### config.mk
export PLATFORM = sky130hd
export DESIGN_NAME = in_debounce_sync
export DESIGN_NICKNAME = d
export VERILOG_FILES = /design/src/rtl/in_debounce_sync.sv
export SDC_FILE = /design/constraint.sdc
export NUM_CORES = 1
export LEC_CHECK = 0
export ABC_AREA = 1
export CAP_MARGIN = 25
export CORE_AREA = 2 2 39 41
export DETAILED_ROUTE_END_ITERATION = 10
export DIE_AREA = 0 0 41 43
export GPL_TIMING_DRIVEN = 1
export SLEW_MARGIN = 20
export SYNTH_ARGS = -nofsm -noshare
export SYNTH_HDL_FRONTEND = slang
export SYNTH_SLANG_ARGS = --single-unit
### constraint.sdc
create_clock -name CLK -period 1.1 [get_ports CLK]
set_input_delay 0.275 -clock CLK [delete_from_list [all_inputs] [get_ports CLK]]
set_output_delay 0.275 -clock CLK [all_outputs]
set_load 0.02 [all_outputs]
### src/rtl/in_debounce_sync.sv
// in_debounce_sync: synchronises IN, debounces it with a counter FSM, emits OUT plus RISE/FALL pulses.
// Define DEB_GLITCH_CNT_EN to add the GLITCH_CLR/GLITCH_CNT rejected-glitch counter.
module in_debounce_sync #(
    parameter int SYNC_STAGES = 2,
    parameter int DEB_CYCLES  = 4,
    parameter int CNT_W       = 8,
    parameter bit RST_VAL     = 1'b0
) (
    input  logic             CLK,
    input  logic             RST,
    input  logic             IN,
    output logic             OUT,
    output logic             RISE,
    output logic             FALL,
    output logic             BUSY
`ifdef DEB_GLITCH_CNT_EN
    ,
    input  logic             GLITCH_CLR,
    output logic [CNT_W-1:0] GLITCH_CNT
`endif
);
    localparam int CW = $clog2(DEB_CYCLES + 1);

    typedef enum logic {S_STABLE, S_WAIT} state_t;

    logic [SYNC_STAGES-1:0] r_sync;
    state_t                 r_state, w_state_nx;
    logic [CW-1:0]          r_cnt, w_cnt_nx;
    logic                   w_s, w_commit;

    assign w_s = r_sync[SYNC_STAGES-1];

    always_comb begin
        w_state_nx = r_state;
        w_cnt_nx   = r_cnt;
        w_commit   = 1'b0;
        if (r_state == S_STABLE) begin
            if (w_s != OUT) begin
                if (DEB_CYCLES == 1) begin
                    w_commit = 1'b1;
                end else begin
                    w_state_nx = S_WAIT;
                    w_cnt_nx   = CW'(1);
                end
            end
        end else if (w_s == OUT) begin
            w_state_nx = S_STABLE;
            w_cnt_nx   = '0;
        end else if (r_cnt == CW'(DEB_CYCLES - 1)) begin
            w_commit   = 1'b1;
            w_state_nx = S_STABLE;
            w_cnt_nx   = '0;
        end else begin
            w_cnt_nx = r_cnt + CW'(1);
        end
    end

    always_ff @(posedge CLK or negedge RST) begin
        if (!RST) begin
            r_sync  <= {SYNC_STAGES{RST_VAL}};
            r_state <= S_STABLE;
            r_cnt   <= '0;
            OUT     <= RST_VAL;
            RISE    <= 1'b0;
            FALL    <= 1'b0;
            BUSY    <= 1'b0;
        end else begin
            r_sync  <= {r_sync[SYNC_STAGES-2:0], IN};
            r_state <= w_state_nx;
            r_cnt   <= w_cnt_nx;
            OUT     <= w_commit ? w_s : OUT;
            RISE    <= w_commit & w_s;
            FALL    <= w_commit & ~w_s;
            BUSY    <= (w_state_nx == S_WAIT);
        end
    end

`ifdef DEB_GLITCH_CNT_EN
    // A glitch is a WAIT that collapses because the input fell back to OUT.
    logic w_glitch;
    assign w_glitch = (r_state == S_WAIT) && (w_s == OUT);

    always_ff @(posedge CLK or negedge RST) begin
        if (!RST)
            GLITCH_CNT <= '0;
        else if (GLITCH_CLR)
            GLITCH_CNT <= '0;
        else if (w_glitch && !(&GLITCH_CNT))
            GLITCH_CNT <= GLITCH_CNT + CNT_W'(1);
    end
`endif

endmodule

# Yosys cells after proc, flatten, opt, wreduce, memory -nomap -nowiden

Index checks and enable logic that the tools add are counted.

Flip-flop bits (word level): 9
Output and inout port bits: 4
Input port bits: 3
Logic and storage cells: 25

Eq/ne operators: 3
Bitwise gates (word level): 3
$add $sub $neg: 1
Mux-type cells: 11
Reduce and logical (&&, ||, !) cells: 1

Operators by type and width:

| kind                                          | count |
|---|---|
| two-way mux 3 bit                             | 4 |
| two-way mux 1 bit                             | 7 |
| adder 3 x 1 -> 3 bit, second input constant   | 1 |
| == test 3 x 2 -> 1 bit, second input constant | 1 |
| AND 1 bit                                     | 2 |
| nonzero test 2 bit                            | 1 |
| == test 1 bit                                 | 1 |
| inequality test 1 bit                         | 1 |
| NOT 1 bit                                     | 1 |

# Logic depth before layout (Yosys ltp)

Gate-level depths: netlist of run 1.

Word-level depth: 5
Mapped depth: 6
Depth with buffers taken out: 6

# Least setup slack after synthesis of run 1

OpenSTA, ideal clock, no wires.

Path type: register to register
Start: register r_cnt[0]
End: register r_cnt[1]
Path slack: 0.158 ns
Path buffers: 0
Clock period less this slack: 0.942 ns
Arrival time: 0.877 ns
Setup time: 0.065 ns
Cell stages (with the launch flop): 6
Required time: 1.035 ns
Path through: dfrtp_1 > ha_1 > inv_1 > a21oi_1 > nand3_1 > nand2_1

Cells in the longest elaborated chain, start to end: 4
Elaborated cells on any way between the ends: 5
Classes of those cells: add/sub (1); eq/ne (1); mux (3)

RTL lines:

| element                                                        | RTL line | source |
|---|---|---|
| start, declared                                                | 28       | `logic [CW-1:0] r_cnt, w_cnt_nx;` |
| start signal, assigned                                         | 70       | `r_cnt <= w_cnt_nx;` |
| adder 3 x 1 -> 3 bit or == test 3 x 2 -> 1 bit (tied branches) | 54, 49   |  |
| two-way mux 3 bit (*)                                          | 49       | `end else if (r_cnt == CW'(DEB_CYCLES - 1)) begin` |
| two-way mux 3 bit (*)                                          | 46       | `end else if (w_s == OUT) begin` |
| two-way mux 3 bit (*)                                          | 37       | `if (r_state == S_STABLE) begin` |

Every way passes the cells marked *; elsewhere a longest branch is shown, timed or not.
A chain may end at the register's enable or synchronous reset.

==> flow_summary_export.csv, run 1 <==
group,metric,value,unit
status,status,"completed",
place,dpl.hpwl,454,um
sta,rsz0062_at_grt,"no",
routing,finalWirelength,636,um
cts,cts_max_level,1,
final_layout,multi_input_area,125,um2
sta,setup_viol,0,
cts,cts_tree,"built",
critical_path,r2r_cells,5,
synth,ys_seq_area_frac,0.592,
place,place_area,483,um2
critical_path,crit_arrival,0.78,ns
global_route,grt.overflow.total,0,
sta,final-hold-violation-count,0,
cts,clock_sinks,9,
final_layout,seq_area,225,um2
floorplanning,start_util,0.275,
power,ir_worst_vdd,0.000963,V
floorplanning,fp.dieH,43,um
synth,synth_compound_area_frac,0.0263,
critical_path,slowest_stage,"dfrtp_1",
final_layout,fillers,142,
final_layout,fin_area,495,um2
synth,synth_fp_nets,47,
synth,ys_warn_count,0,
final_layout,instances_no_fill,72,
global_route,grt_usage,0.0997,
synth,ys_ff_latch,9,
routing,vias,289,
power,p_per_area,2390,mW/mm2
critical_path,critical_path.endpoint_type,"output pin",
final_layout,antennaDiodeCount,0,
floorplanning,dieArea,0.00176,mm2
cts,cts-root-buf,"clkbuf_4",
routing,drt-initial-drc-count,15,
sta,tightestPinTransition,0.152,ns
synth,syn-instance-count,43,
floorplanning,rows,14,
routing,via_per_inst,4.01,
final_layout,area_growth,30.3,%
global_route,grt_pass1_wl,1.05,mm
critical_path,crit_fanout,2,
place,gp_congestion,0.725,
global_route,grt_pass1_vias,264,
synth,synth_area_per_cell,8.85,um2
place,placed_cells,68,
critical_path,cp.required,0.82,ns
synth,synthMuxAreaShare,0,
critical_path,cp-start-kind,"register",
sta,period_share,0.963,
sta,fmax,944,MHz
synth,syn-cell-area,380,um2
critical_path,critPathTopFamily,"flip-flops",
sta,period_minus_slack,1.06,ns
synth,synth_simple_gate_area_share,0.270,
critical_path,slowest_delay,0.37,ns
cts,path_clk_slew,0.06,ns
final_layout,drive_gt1_frac,0.250,
cts,cts_buffer_depth,2,
sta,finalMaxSlewViolations,0,
final_layout,nets,61,
synth,synth_fa_ha_area_frac,0.0329,
critical_path,cp_num_buf_inv,1,
floorplanning,core_area,0.00138,mm2
cts,cts_buffers,3,
routing,drt_drc_violations_left,0,
floorplanning,io_pins,7,
job,maxCapViolCount,0,
place,port_buffers,6,
power,power.leakage,0.000283,uW
floorplanning,fp.dieW,41,um
cts,cts_setup_buffers,0,
cts,clk_latency,0.26,ns
synth,synth_xor_area_frac,0,
synth,synth_top_family_by_area,"simple AND/OR/NAND/NOR gates",
sta,fin_skew,0.00245,ns
global_route,antenna_found_initial,0,
routing,drt-pass1-iter-count,4,
critical_path,crit_cells,1,
sta,worst_slew_margin_rel,0.898,
routing,drtAntennaViolNets,0,
final_layout,final_cell_mix,"12 x nand2_1, 9 x dfrtp_1, 7 x inv_1",
routing,wl_per_cell,8.83,um
critical_path,path_cells,"buf_2",
critical_path,path_class,"reg2out",
cts,cts-hold-fix-buffers,0,
global_route,grt_max_degree,10,
synth,synth.distinct_cells,11,
final_layout,final_common_cell,"nand2_1",
hold_path,min_path_type,"in2async",
worst reg2reg max path: cells and delay by family, from the launching register on:
family / cells / cell delay [ns]
compound gates: 1 / 0.10
buf+inv: 1 / 0.03
flops: 1 / 0.39
fa+ha+maj: 1 / 0.28
simple gates: 2 / 0.13
per-stage QoR:
step	total power [uW]	hold WS [ns]	setup slack, ns	setup TNS, ns	utilization
after floorplan	762	-0.0206	0.158	0	-
after global placement	940	0.333	-0.0916	-0.328	0.349
after detailed placement	952	0.337	-0.101	-0.315	0.349
after CTS	1180	0.291	0.0194	0	0.354
after global routing	1300	0.306	0.00813	0	0.358
final	1180	0.293	0.0403	0	0.358
per-layer routing:
| layer | vias to the layer above | wire [um] | global-route usage |
|---|---|---|---|
| met2 | 8 | 325 | 0.128 |
| met3 | 0 | 25 | 0.0157 |
| li1 | 156 | - | - |
| met5 | - | 0 | 0 |
| met4 | 0 | 0 | 0.140 |
| met1 | 125 | 285 | 0.111 |
cells by family (layout without fill, tap and decap cells):
logic type	after synthesis	count (layout)
DFF	9	9
and+or+nand+nor	23	23
AOI/OAI and AO/OA	2	2
adders and majority gates	1	1
buffers and inverters	8	21
area by class of cell:
cell class | instances | area share
Tap cell | 16 | 0.0404
Multi-Input combinational cell | 26 | 0.253
Inverter | 8 | 0.0606
Clock buffer | 4 | 0.0530
Sequential cell | 9 | 0.455
Timing Repair Buffer | 9 | 0.139
flip-flops by register name (all words and copies together), names as in the netlist:
| register | flops |
|---|---|
| FALL | 1 |
| r_cnt | 3 |
| RISE | 1 |
| OUT | 1 |
| r_state | 1 |
| r_sync | 2 |
final timing paths:
check / startpoint / endpoint / slack (ns)
setup / recovery: r_state$_DFF_PN0_ / BUSY / 0.04
hold reg to reg: r_sync[0]$_DFF_PN0_ / r_sync[1]$_DFF_PN0_ / 0.35
hold / removal: RST / OUT$_DFFE_PN0P_ / 0.29
max in group asynchronous: RST / r_cnt[1]$_DFFE_PN0P_ / 0.67
setup reg to reg: r_cnt[0]$_DFFE_PN0P_ / r_cnt[1]$_DFFE_PN0P_ / 0.11
min in group CLK: r_sync[0]$_DFF_PN0_ / r_sync[1]$_DFF_PN0_ / 0.35
cell usage after synthesis (all sizes together):
library cell,n,area share
nand2,14,0.15
inv,8,0.079
ha,1,0.033
a21oi,1,0.013
nor2,4,0.039
o21ai,1,0.013
nand3,5,0.079
dfrtp,9,0.59
repair_timing:
item	4_1_cts	5_1_grt
hold endpoints to repair	0	0
gates resized for setup	16	2
setup endpoints to repair	4	1
report_power, final:
group	internal, uW	total (uW)	switching [uW]
Sequential	409	451	42.0
Clock	140	256	116
Combinational	202	478	276
Power figures use the tool's default switching activity.
==> inputs of run 2 (changes only) <==
--- a/config.mk
+++ b/config.mk
@@ -11,6 +11,7 @@
 export DETAILED_ROUTE_END_ITERATION = 10
 export DIE_AREA = 0 0 41 43
 export GPL_TIMING_DRIVEN = 1
+export SETUP_SLACK_MARGIN = 0.05
 export SLEW_MARGIN = 20
 export SYNTH_ARGS = -nofsm -noshare
 export SYNTH_HDL_FRONTEND = slang
==> flow_summary_export.csv, run 2 (synthesis gave the netlist of run 1 again) <==
group,metric,value,unit
routing,drtAntennaViolNets,0,
final_layout,fin_area,514,um2
power,combPwrFrac,0.410,
power,power.leakage,0.000286,uW
global_route,grt_usage,0.0996,
hold_path,min_path_type,"in2async",
critical_path,crit_end,"OUT",
critical_path,slowest_stage,"dfrtp_1",
critical_path,r2r_slack,0.12,ns
place,dpl.hpwl,454,um
sta,final-hold-violation-count,0,
cts,cts_buffer_depth,2,
final_layout,instances_no_fill,72,
cts,cts_buffers,3,
critical_path,slowest_delay,0.39,ns
critical_path,crit_fanout,2,
power,pwr-share-clk,0.218,
cts,clock_sinks,9,
critical_path,path_class,"reg2out",
sta,rsz0062_at_grt,"yes",
critical_path,cp.required,0.82,ns
final_layout,largest_register_ffs,3,
final_layout,final_common_cell,"nand2_1",
job,maxCapViolCount,0,
critical_path,cp-startpoint,"OUT$_DFFE_PN0P_",
sta,fin_skew,0.00264,ns
sta,worst_slew_margin_rel,0.899,
final_layout,fillers,138,
routing,drt-initial-drc-count,12,
place,place_area,483,um2
critical_path,r2r_end,"r_cnt[1]$_DFFE_PN0P_",
cts,clk_latency,0.27,ns
routing,finalWirelength,641,um
routing,wl_per_cell,8.90,um
cts,cts_max_level,1,
global_route,grt_pass1_vias,264,
cts,path_clk_slew,0.06,ns
sta,fin_ws,0.0369,ns
place,placed_cells,68,
sta,setup_viol,0,
critical_path,cp-start-kind,"register",
power,p_per_area,2370,mW/mm2
critical_path,path_cells,"buf_6",
critical_path,r2r-start,"r_cnt[0]$_DFFE_PN0P_",
critical_path,cp_num_buf_inv,1,
sta,period_share,0.966,
global_route,grt.overflow.total,0,
sta,finalMaxSlewViolations,0,
floorplanning,start_util,0.275,
final_layout,antennaDiodeCount,0,
power,internal_power,774,uW
place,port_buffers,6,
final_layout,largest_register,"r_cnt",
final_layout,area_growth,35.2,%
power,switchingPower,447,uW
critical_path,critical_path.endpoint_type,"output pin",
global_route,grt_max_degree,10,
final_layout,nets,61,
critical_path,crit_arrival,0.79,ns
power,power.total,1220,uW
critical_path,critPathTopFamily,"flip-flops",
power,ir_worst_vdd,0.00100,V
place,post-place-ws,-0.101,ns
sta,period_minus_slack,1.06,ns
final_layout,layout_top_registers,"r_cnt x3, r_sync x2",
sta,tightestPinTransition,0.152,ns
routing,via_per_inst,4.03,
floorplanning,core_area,0.00138,mm2
final_layout,final_cell_mix,"12 x nand2_1, 9 x dfrtp_1, 7 x inv_1",
floorplanning,io_pins,7,
critical_path,crit_cells,1,
final_layout,drive_gt1_frac,0.250,
global_route,grt_pass1_wl,1.05,mm
global_route,antenna_found_initial,0,
power,seqPwrFrac,0.372,
floorplanning,fp.dieW,41,um
place,gp_congestion,0.725,
floorplanning,rows,14,
power,swShare,0.366,
routing,vias,290,
cts,cts_tree,"built",
cts,cts-root-buf,"clkbuf_4",
routing,drt-pass1-iter-count,4,
routing,drt_drc_violations_left,0,
critical_path,r2r_cells,5,
floorplanning,dieArea,0.00176,mm2
floorplanning,fp.dieH,43,um
status,status,"completed",
sta,fmax,941,MHz
==> run 2: cell count changes in the layout (fill, tap and decap cells not counted) <==
cell,before,now
buf_2,3,0
buf_6,1,4
==> run 2: final cells by class <==
| type | count | area (um2) | share of cell area |
|---|---|---|---|
| Clock buffer | 4 | 26.3 | 0.0511 |
| Timing Repair Buffer | 9 | 87.6 | 0.170 |
| Multi-Input combinational cell | 26 | 125 | 0.243 |
| Sequential cell | 9 | 225 | 0.438 |
| Tap cell | 16 | 20.0 | 0.0389 |
| Inverter | 8 | 30.0 | 0.0584 |
==> run 2: how the worst min path moves through the flow <==
stage / startpoint / end / slack, ns
2_1_floorplan: RST / FALL$_DFF_PN0_ / -0.02
3_3_place_gp: r_sync[0]$_DFF_PN0_ / r_sync[1]$_DFF_PN0_ / 0.33
3_5_place_dp: r_sync[0]$_DFF_PN0_ / r_sync[1]$_DFF_PN0_ / 0.34
4_1_cts: RST / OUT$_DFFE_PN0P_ / 0.29
5_1_grt: RST / OUT$_DFFE_PN0P_ / 0.30
6_report: RST / OUT$_DFFE_PN0P_ / 0.28
==> run 2: power by group through the flow <==
stage | Combinational [uW] | Clock [uW] | Sequential, uW
after floorplan | 241 | 0 | 521
after global placement | 491 | 0 | 449
after detailed placement | 498 | 0 | 454
after CTS | 486 | 273 | 452
after global routing | 574 | 288 | 467
final | 501 | 266 | 454
==> run 2: repair_timing <==
| item | in CTS | in global routing |
|---|---|---|
| gates resized for setup | 20 | 4 |
| buffers inserted | 0 | 0 |
| pin swaps | 0 | 0 |
| endpoints found under the setup margin | 4 | 6 |
| hold buffers | 0 | 0 |
==> run 2: per-layer routing <==
layer | wire length [um] | track usage | vias to the layer above
met5 | 0 | 0 | -
met4 | 40 | 0.140 | 0
met3 | 25 | 0.0157 | 4
met2 | 278 | 0.128 | 8
met1 | 297 | 0.110 | 122
li1 | - | - | 156
==> run 2: metrics by stage <==
stage	TNS [ns]	util	hold slack (ns)
2_1_floorplan	0	-	-0.0206
3_3_place_gp	-0.328	0.349	0.333
3_5_place_dp	-0.315	0.349	0.337
4_1_cts	0	0.363	0.291
5_1_grt	0	0.372	0.305
6_report	0	0.372	0.285
==> inputs of run 3 (changes only) <==
--- a/config.mk
+++ b/config.mk
@@ -7,11 +7,15 @@
 export LEC_CHECK = 0
 export ABC_AREA = 1
 export CAP_MARGIN = 25
+export CELL_PAD_IN_SITES_DETAIL_PLACEMENT = 1
+export CELL_PAD_IN_SITES_GLOBAL_PLACEMENT = 1
 export CORE_AREA = 2 2 39 41
 export DETAILED_ROUTE_END_ITERATION = 10
 export DIE_AREA = 0 0 41 43
 export GPL_TIMING_DRIVEN = 1
+export PLACE_DENSITY_LB_ADDON = 0.1
 export SETUP_SLACK_MARGIN = 0.05
+export SKIP_LAST_GASP = 1
 export SLEW_MARGIN = 20
 export SYNTH_ARGS = -nofsm -noshare
 export SYNTH_HDL_FRONTEND = slang
==> flow_summary_export.csv, run 3 (synthesis gave the netlist of run 1 again) <==
group,metric,value,unit
sta,holdWs,0.317,ns
critical_path,crit_fanout,2,
global_route,grt_usage,0.123,
status,status,"completed",
sta,finalMaxSlewViolations,0,
place,dpl.hpwl,692,um
cts,clock_sinks,9,
place,port_buffers,6,
routing,drtAntennaViolNets,0,
floorplanning,fp.dieH,43,um
power,p_per_area,2550,mW/mm2
global_route,grtUsageMet3,0.0524,
critical_path,slowest_delay,0.40,ns
sta,fin_ws,0.0276,ns
final_layout,fin_area,538,um2
sta,period_share,0.975,
place,place_area,468,um2
routing,via_per_inst,4.38,
critical_path,crit_arrival,0.80,ns
sta,fin_skew,0.00478,ns
final_layout,largest_register_ffs,3,
place,post-place-ws,-0.222,ns
floorplanning,core_area,0.00138,mm2
sta,fmax,933,MHz
cts,cts-root-buf,"clkbuf_4",
final_layout,antennaDiodeCount,0,
cts,clk_latency,0.25,ns
power,ir_worst_vdd,0.000702,V
job,maxCapViolCount,0,
critical_path,slowest_stage,"dfrtp_1",
final_layout,area_growth,41.4,%
global_route,grt.overflow.total,0,
sta,worst_slew_margin_rel,0.724,
final_layout,drive_gt1_frac,0.316,
floorplanning,fp.dieW,41,um
final_layout,largest_register,"r_cnt",
power,power.leakage,0.000290,uW
critical_path,crit_cells,1,
floorplanning,io_pins,7,
final_layout,nets,62,
global_route,globalRouteMet2Util,0.194,
sta,final-hold-violation-count,0,
sta,period_minus_slack,1.07,ns
critical_path,critical_path.endpoint_type,"output pin",
global_route,grt_pass1_vias,330,
routing,drt-pass1-iter-count,1,
place,gp_congestion,0.662,
final_layout,finalCoreUtilization,0.389,
critical_path,cp-start-kind,"register",
global_route,grt_max_degree,10,
final_layout,layout_top_registers,"r_cnt x3, r_sync x2",
cts,cts_tree,"built",
floorplanning,rows,14,
routing,vias,320,
routing,wl_per_cell,12.1,um
global_route,grt_pass1_wl,1.39,mm
routing,drt-initial-drc-count,0,
critical_path,path_class,"reg2out",
critical_path,path_cells,"buf_6",
critical_path,critPathTopFamily,"flip-flops",
sta,tightestPinTransition,0.413,ns
hold_path,min_path_type,"in2async",
global_route,grt_most_used_layer,"met2",
routing,drt_drc_violations_left,0,
cts,cts_buffers,3,
routing,finalWirelength,885,um
cts,path_clk_slew,0.06,ns
global_route,grt_use_met1,0.134,
cts,cts-hold-fix-buffers,0,
floorplanning,dieArea,0.00176,mm2
sta,rsz0062_at_grt,"yes",
final_layout,final_cell_mix,"12 x nand2_1, 9 x dfrtp_1, 6 x inv_1",
critical_path,r2r_cells,5,
cts,cts_max_level,1,
floorplanning,start_util,0.275,
critical_path,cp_num_buf_inv,1,
final_layout,final_common_cell,"nand2_1",
global_route,antenna_found_initial,0,
sta,setup_viol,0,
cts,cts_buffer_depth,2,
critical_path,cp.required,0.82,ns
## run 3: cell types whose count changed in the layout (fill, tap and decap cells not counted), sizes merged
cell / delta
buf: +1
## run 3: worst paths after layout
path	startpoint	endpoint	slack, ns
max in group asynchronous	RST	r_cnt[0]$_DFFE_PN0P_	0.49
hold / removal	RST	OUT$_DFFE_PN0P_	0.32
setup / recovery	OUT$_DFFE_PN0P_	OUT	0.03
hold reg to reg	r_sync[0]$_DFF_PN0_	r_sync[1]$_DFF_PN0_	0.36
min in group CLK	r_sync[0]$_DFF_PN0_	r_sync[1]$_DFF_PN0_	0.36
setup reg to reg	r_cnt[0]$_DFFE_PN0P_	r_cnt[1]$_DFFE_PN0P_	0.08
## run 3: layer usage
layer,wire (um),part of all wire,vias to the layer above
met3,39,0.044,2
met4,4,0.0045,0
met1,298,0.34,157
li1,-,-,156
met5,0,0,-
met2,543,0.61,5
## run 3: metrics by stage
stage / std cells / power (uW) / TNS, ns
2_1_floorplan: 43 / 762 / 0
3_3_place_gp: 66 / 924 / -0.423
3_5_place_dp: 66 / 958 / -0.490
4_1_cts: 72 / 1260 / 0
5_1_grt: 73 / 1490 / 0
6_report: 73 / 1370 / 0
## run 3: layout make-up
type	instances	area [um2]
Multi-Input combinational cell	26	141
Sequential cell	9	225
Fill cell	166	846
Clock buffer	4	26.3
Tap cell	16	20.0
Timing Repair Buffer	10	95.1
Inverter	8	30.0
## run 3: power by group
group | total [uW] | switching [uW] | leakage, uW | internal [uW]
sequential | 475 | 65.5 | 0.000114 | 410
clock | 249 | 109 | 0.0000150 | 139
combinational | 649 | 336 | 0.000161 | 312
## run 3: worst reg2reg max path, delay by kind of cell, from the launching register on
family / cells / cell delay [ns]
DFF: 1 / 0.41
adders and majority gates: 1 / 0.28
buffers and inverters: 1 / 0.03
and+or+nand+nor: 2 / 0.15
AOI/OAI and AO/OA: 1 / 0.10
## run 3: what timing repair did
action | CTS | global route
gates resized for setup | 18 | 10
setup endpoints to repair | 4 | 7
buffers inserted | 2 | 1
pin swaps | 0 | 3
